===== src/rtl/pi_mul_sequencer_if.sv =====
// Multiplier handshake bus between the PI sequencer (master) and the shift-add multiplier (slave).
interface pi_mul_sequencer_if #(
  parameter int N = 4
);
  logic                  MUL_Start_STRB_o;
  logic                  MUL_Done_STRB_i;
  logic signed [N-1:0]   mul_a_o;
  logic signed [N-1:0]   mul_b_o;
  logic signed [2*N-1:0] mul_out_i;

  modport master (
    output MUL_Start_STRB_o, mul_a_o, mul_b_o,
    input  MUL_Done_STRB_i, mul_out_i
  );

  modport slave (
    input  MUL_Start_STRB_o, mul_a_o, mul_b_o,
    output MUL_Done_STRB_i, mul_out_i
  );
endinterface


===== src/rtl/pi_mul_sequencer.sv =====
// Fan-control PI update engine: error, saturating integrator, two sequenced multiplies
// on an external multiplier, then sum/scale/saturate into a held N-bit command.
module pi_mul_sequencer #(
  parameter int N         = 4,
  parameter int ACC_W     = 8,
  parameter int I_SHIFT   = 2,
  parameter int OUT_SHIFT = 2
) (
  input  logic                clk_i,
  input  logic                rstn_i,
  input  logic                CTRL_Start_STRB_i,
  input  logic signed [N-1:0] setpoint_i,
  input  logic signed [N-1:0] measure_i,
  input  logic signed [N-1:0] kp_i,
  input  logic signed [N-1:0] ki_i,
  input  logic                integ_clr_i,
  pi_mul_sequencer_if.master  mul,
  output logic signed [N-1:0] ctrl_o,
  output logic                CTRL_Done_STRB_o,
  output logic                busy_o
);
  typedef enum logic [2:0] {
    S_IDLE, S_ERR, S_MUL_P, S_WAIT_P, S_MUL_I, S_WAIT_I, S_SUM, S_DONE
  } state_e;

  // N-bit saturation bounds, sign-extended to each source width
  localparam logic signed [N-1:0]     NMAX     = {1'b0, {(N-1){1'b1}}};
  localparam logic signed [N-1:0]     NMIN     = {1'b1, {(N-1){1'b0}}};
  localparam logic signed [ACC_W-1:0] ACC_NMAX = {{(ACC_W-N+1){1'b0}}, {(N-1){1'b1}}};
  localparam logic signed [ACC_W-1:0] ACC_NMIN = {{(ACC_W-N+1){1'b1}}, {(N-1){1'b0}}};
  localparam logic signed [2*N:0]     U_NMAX   = {{(N+2){1'b0}}, {(N-1){1'b1}}};
  localparam logic signed [2*N:0]     U_NMIN   = {{(N+2){1'b1}}, {(N-1){1'b0}}};
  localparam logic signed [ACC_W-1:0] ACC_MAX  = {1'b0, {(ACC_W-1){1'b1}}};
  localparam logic signed [ACC_W-1:0] ACC_MIN  = {1'b1, {(ACC_W-1){1'b0}}};

  state_e state_q, state_d;
  logic signed [N-1:0]     sp_q, meas_q, kp_q, ki_q, a_q, b_q, ctrl_q;
  logic signed [ACC_W-1:0] integ_q, integ_d;
  logic signed [2*N-1:0]   p_q, q_q;
  logic                    mul_start, done_strb;

  logic signed [N:0]       e_w;
  logic signed [N-1:0]     e_sat;
  logic signed [ACC_W:0]   i_w;
  logic signed [ACC_W-1:0] i_sat, i_sh;
  logic signed [N-1:0]     ib_sat;
  logic signed [2*N:0]     u_w, u_sh;
  logic signed [N-1:0]     ctrl_sat;

  // One extra bit is enough to detect overflow on a single add/sub
  assign e_w   = $signed({sp_q[N-1], sp_q}) - $signed({meas_q[N-1], meas_q});
  assign e_sat = (e_w[N] != e_w[N-1]) ? (e_w[N] ? NMIN : NMAX) : e_w[N-1:0];

  assign i_w   = $signed({integ_q[ACC_W-1], integ_q})
               + $signed({{(ACC_W+1-N){e_sat[N-1]}}, e_sat});
  assign i_sat = (i_w[ACC_W] != i_w[ACC_W-1]) ? (i_w[ACC_W] ? ACC_MIN : ACC_MAX)
                                              : i_w[ACC_W-1:0];

  assign i_sh   = integ_q >>> I_SHIFT;
  assign ib_sat = (i_sh > ACC_NMAX) ? NMAX : (i_sh < ACC_NMIN) ? NMIN : i_sh[N-1:0];

  assign u_w      = $signed({p_q[2*N-1], p_q}) + $signed({q_q[2*N-1], q_q});
  assign u_sh     = u_w >>> OUT_SHIFT;
  assign ctrl_sat = (u_sh > U_NMAX) ? NMAX : (u_sh < U_NMIN) ? NMIN : u_sh[N-1:0];

  // Clear has priority over the ERR update and acts in every state
  always_comb begin
    integ_d = integ_q;
    if (integ_clr_i)            integ_d = '0;
    else if (state_q == S_ERR)  integ_d = i_sat;
  end

  always_comb begin
    state_d   = state_q;
    mul_start = 1'b0;
    done_strb = 1'b0;
    case (state_q)
      S_IDLE:   if (CTRL_Start_STRB_i) state_d = S_ERR;
      S_ERR:    state_d = S_MUL_P;
      S_MUL_P:  begin mul_start = 1'b1; state_d = S_WAIT_P; end
      S_WAIT_P: if (mul.MUL_Done_STRB_i) state_d = S_MUL_I;
      S_MUL_I:  begin mul_start = 1'b1; state_d = S_WAIT_I; end
      S_WAIT_I: if (mul.MUL_Done_STRB_i) state_d = S_SUM;
      S_SUM:    state_d = S_DONE;
      S_DONE:   begin done_strb = 1'b1; state_d = S_IDLE; end
      default:  state_d = S_IDLE;
    endcase
  end

  always_ff @(posedge clk_i or negedge rstn_i) begin
    if (!rstn_i) state_q <= S_IDLE;
    else         state_q <= state_d;
  end

  // Operands are staged one state early so they are stable while the start strobe is high
  always_ff @(posedge clk_i or negedge rstn_i) begin
    if (!rstn_i) begin
      sp_q <= '0; meas_q <= '0; kp_q <= '0; ki_q <= '0;
      a_q  <= '0; b_q    <= '0; p_q  <= '0; q_q  <= '0;
      ctrl_q  <= '0;
      integ_q <= '0;
    end else begin
      integ_q <= integ_d;
      case (state_q)
        S_IDLE: if (CTRL_Start_STRB_i) begin
          sp_q <= setpoint_i; meas_q <= measure_i; kp_q <= kp_i; ki_q <= ki_i;
        end
        S_ERR: begin
          a_q <= kp_q;
          b_q <= e_sat;
        end
        S_WAIT_P: if (mul.MUL_Done_STRB_i) begin
          p_q <= mul.mul_out_i;
          a_q <= ki_q;
          b_q <= ib_sat;
        end
        S_WAIT_I: if (mul.MUL_Done_STRB_i) q_q <= mul.mul_out_i;
        S_SUM:    ctrl_q <= ctrl_sat;
        default: ;
      endcase
    end
  end

  assign mul.MUL_Start_STRB_o = mul_start;
  assign mul.mul_a_o          = a_q;
  assign mul.mul_b_o          = b_q;
  assign ctrl_o               = ctrl_q;
  assign CTRL_Done_STRB_o     = done_strb;
  assign busy_o               = (state_q != S_IDLE);
endmodule


===== src/flat_wrapper.sv =====
// flat-port wrapper written by rule: the top's interface ports become plain ports
module pi_mul_sequencer_flat 
#(
  parameter int N         = 4,
  parameter int ACC_W     = 8,
  parameter int I_SHIFT   = 2,
  parameter int OUT_SHIFT = 2
)
  (clk_i, rstn_i, CTRL_Start_STRB_i, setpoint_i, measure_i, kp_i, ki_i, integ_clr_i, ctrl_o, CTRL_Done_STRB_o, busy_o, mul_MUL_Start_STRB_o, mul_mul_a_o, mul_mul_b_o, mul_MUL_Done_STRB_i, mul_mul_out_i);
  pi_mul_sequencer_if #(.N(N)) mul_i ();
  input  logic clk_i;
  input  logic rstn_i;
  input  logic CTRL_Start_STRB_i;
  input  logic signed [N-1:0] setpoint_i;
  input  logic signed [N-1:0] measure_i;
  input  logic signed [N-1:0] kp_i;
  input  logic signed [N-1:0] ki_i;
  input  logic integ_clr_i;
  output logic signed [N-1:0] ctrl_o;
  output logic CTRL_Done_STRB_o;
  output logic busy_o;
  output wire logic [$bits(mul_i.MUL_Start_STRB_o)-1:0] mul_MUL_Start_STRB_o;
  output wire logic [$bits(mul_i.mul_a_o)-1:0] mul_mul_a_o;
  output wire logic [$bits(mul_i.mul_b_o)-1:0] mul_mul_b_o;
  input wire logic [$bits(mul_i.MUL_Done_STRB_i)-1:0] mul_MUL_Done_STRB_i;
  input wire logic [$bits(mul_i.mul_out_i)-1:0] mul_mul_out_i;
  assign mul_MUL_Start_STRB_o = mul_i.MUL_Start_STRB_o;
  assign mul_mul_a_o = mul_i.mul_a_o;
  assign mul_mul_b_o = mul_i.mul_b_o;
  assign mul_i.MUL_Done_STRB_i = mul_MUL_Done_STRB_i;
  assign mul_i.mul_out_i = mul_mul_out_i;
  pi_mul_sequencer #(.N(N), .ACC_W(ACC_W), .I_SHIFT(I_SHIFT), .OUT_SHIFT(OUT_SHIFT)) u_core (.clk_i(clk_i), .rstn_i(rstn_i), .CTRL_Start_STRB_i(CTRL_Start_STRB_i), .setpoint_i(setpoint_i), .measure_i(measure_i), .kp_i(kp_i), .ki_i(ki_i), .integ_clr_i(integ_clr_i), .mul(mul_i), .ctrl_o(ctrl_o), .CTRL_Done_STRB_o(CTRL_Done_STRB_o), .busy_o(busy_o));
endmodule

===== config.mk =====
export PLATFORM = sky130hd
export DESIGN_NAME = pi_mul_sequencer_flat
export DESIGN_NICKNAME = d
export VERILOG_FILES = /design/src/rtl/pi_mul_sequencer_if.sv /design/src/rtl/pi_mul_sequencer.sv /design/src/flat_wrapper.sv
export SDC_FILE = /design/constraint.sdc
export NUM_CORES = 1
export LEC_CHECK = 0
export CAP_MARGIN = 20
export CORE_MARGIN = 5
export CORE_UTILIZATION = 61
export CTS_BUF_LIST = sky130_fd_sc_hd__clkbuf_4
export DETAILED_ROUTE_END_ITERATION = 12
export PLACE_DENSITY_LB_ADDON = 0.12
export SETUP_SLACK_MARGIN = 0.15
export SLEW_MARGIN = 25
export SYNTH_ARGS = -nofsm -noshare
export SYNTH_HDL_FRONTEND = slang
export SYNTH_SLANG_ARGS = --single-unit
export TNS_END_PERCENT = 100

===== constraint.sdc =====
create_clock -name clk_i -period 9.5 [get_ports clk_i]
set_input_delay 1.9 -clock clk_i [delete_from_list [all_inputs] [get_ports clk_i]]
set_output_delay 1.9 -clock clk_i [all_outputs]
set_load 0.005 [all_outputs]

==> reports/qor.txt <==
Post-synth EDFFs: 0
port buffer count: 43
CTS buffer count: 5
commonest non-fill, non-tap cell in the layout: dfrtp_1
vias per cell: 5.63
Die Wd: 82.2 um
Setup-failing EPs final: 0
Mapped Cells: 307
initial drt markers: 107
Data arrival, critical path: 4.34 ns
DRC: 0
Cells after DPL: 413
Initial Util: 62.7%
synth top area cells: dfrtp_1 43%, mux2_2 10%, ha_1 8.3%, nand2_1 3.2%, nor2_1 3.1%
Final min period: 4.04 ns
total gr overflow: 0
Post-Syn Nets: 359
Clock Skews: 0.00998 ns
Rows: 26
post-synth top area cell: dfrtp_1
gpl congestion: 0.877
Crit path largest cell delay: 0.40 ns
fillers: 395
slowest CP cell: fa_1
Post-DP Area: 3680 sq um
WS Path Type: flop to flop
post-synthesis area per instance: 10.4 sq um
vias in the first global route: 2417
multi-input logic area: 1700 sq um
hold_ws: 0.530 ns
CP top delay family: adder cells
max frequency: 0.247 GHz
Req. time, crit path: 9.80 ns
Non-Filler Instances: 421
Resized cells post-CTS: 0
Worst-Margin Slew: 0.683 ns
post-route setup TNS: 0 ns
Max Buffers Root-to-Sink: 2
Worst-Skew Late Latency: 0.37 ns
post-synth top area share: 43.3%
Synth cell types: 52
crit-path max FO: 5
layout net count: 402
Reg area: 1380 sq um
crit path launch type: flop
max-cap check violation count: 0
first-pass GRT wire length: 10900 um
run status: finished, final reports clean
CP Capture Type: flop
routed len/inst: 14.8 um
RSZ-0062 raised after global routing: no
DR pass1 iterations: 4
postcts setup bufs: 0
I/O pin count: 44
asr flop ratio synth: 100%
gr usage total: 20.6%
Clock Sinks: 55
Post-DRT Antenna Nets: 0
hpwl dp: 4740 um
Final Hold Viols: 0
largest net degree at the start of global routing: 56
clock root buffer master: clkbuf_4
# H-tree levels: 2
Area Growth Syn to Fin: 17.3%
clk slew on worst S/H paths: 0.15 ns
register area share after synthesis: 43.3%
die area: 6760 sq um
Antenna diodes: 0
Die Span Y: 82.2 um
Post-Syn Area: 3180 sq um
CTS tree: done
Max Transition Viols Final: 0
share of layout cells above drive strength 1: 15.1%
Core ar.: 5070 sq um
crit-path cells: inv_1 -> ha_1 -> inv_1 -> fa_1 -> nand2_1 -> nand3_1 -> o22ai_1 -> ha_1 -> o21ai_0 -> ha_1 -> inv_1 -> fa_1 -> nor2b_1 -> o21ai_1 -> a21boi_2 -> o21ai_0 -> a21o_1 -> maj3_1 -> a21oi_1
Total Routed Length: 6240 um
DR vias: 2369
most frequent cells in the layout: 55 x dfrtp_1, 42 x clkdlybuf4s50_1, 29 x mux2_2, 27 x nand2_1, 26 x nor2_1
min-delay worst type: flop to flop
initial antenna violation count: 0
post-synthesis register bit count: 55
Hold-fix buffers, CTS: 0
top_reg_cell synth: dfrtp_1
WP buf/inv: 3
design area: 3730 sq um
Tcrit/Tclk final: 42.5%
yosys warns: 0
Slew HR: 54.5%
==> area by class of cell <==
type	instances	area share, %
Clock buffer	6	1.21
Clock inverter	2	0.335
Inverter	18	1.81
Multi-Input combinational cell	225	45.6
Sequential cell	55	36.9
Tap cell	70	2.35
Timing Repair Buffer	45	11.8
==> worst paths after layout <==
kind	slack [ns]	to	startpoint	cells after the start
min in group asynchronous	1.63	u_core.ctrl_o[3]	rstn_i	2
worst min register to register	0.53	u_core.ki_q[3]	u_core.ki_q[3]	1
max in group asynchronous	7.42	u_core.integ_q[4]	rstn_i	2
worst max register to register	5.46	u_core.integ_q[5]	u_core.sp_q[0]	19
worst max-delay path	5.46	u_core.integ_q[5]	u_core.sp_q[0]	19
worst min-delay path	0.53	u_core.ki_q[3]	u_core.ki_q[3]	1
==> kinds of logic after synthesis <==
kind of cell	Yosys count	synth area share (%)
AO/OA/AOI/OAI	70	15.7
XOR/XNOR	13	3.58
adder cells (fa/ha/maj)	26	10.5
buffers and inverters	27	3.34
flip-flops	55	43.3
multiplexers	31	10.9
AND/OR/NAND/NOR	85	12.8
==> registers in the layout (all words and copies together), names as in the netlist <==
name,cells
u_core.mul.mul_b_o,4
u_core.sp_q,4
u_core.meas_q,4
u_core.state_q,3
u_core.q_q,8
u_core.p_q,8
u_core.mul.mul_a_o,4
u_core.integ_q,8
u_core.kp_q,4
u_core.ctrl_o,4
u_core.ki_q,4
==> stage by stage <==
step,setup slack (ns),util [%]
2_1_floorplan,5.90,-
3_3_place_gp,5.74,72.4
3_5_place_dp,5.49,72.4
4_1_cts,5.44,73.6
5_1_grt,5.14,73.6
6_report,5.46,73.6
==> metal layers <==
metal	global-route usage, %	wire (um)
met1	26.9	2740
met2	35.0	3160
met3	3.69	273
met4	5.98	67
met5	0	0
==> cell usage after synthesis, types with 3 or more instances <==
master and instances:
a211oi_1 3, a21o_1 7, a21oi_1 17, a221o_1 3, a31oi_1 4, buf_2 4, clkbuf_1 4, dfrtp_1 55
ha_1 21, inv_1 18, mux2_2 29, nand2_1 27, nand2b_1 3, nand3_1 3, nand3b_1 3, nor2_1 26
nor2b_1 5, nor3_1 4, o21ai_0 15, xnor2_1 7, xor2_1 6
Power is left out: the tool's default activity adds up to more than one toggle a clock period on the data nets, which glitch-free logic cannot reach.
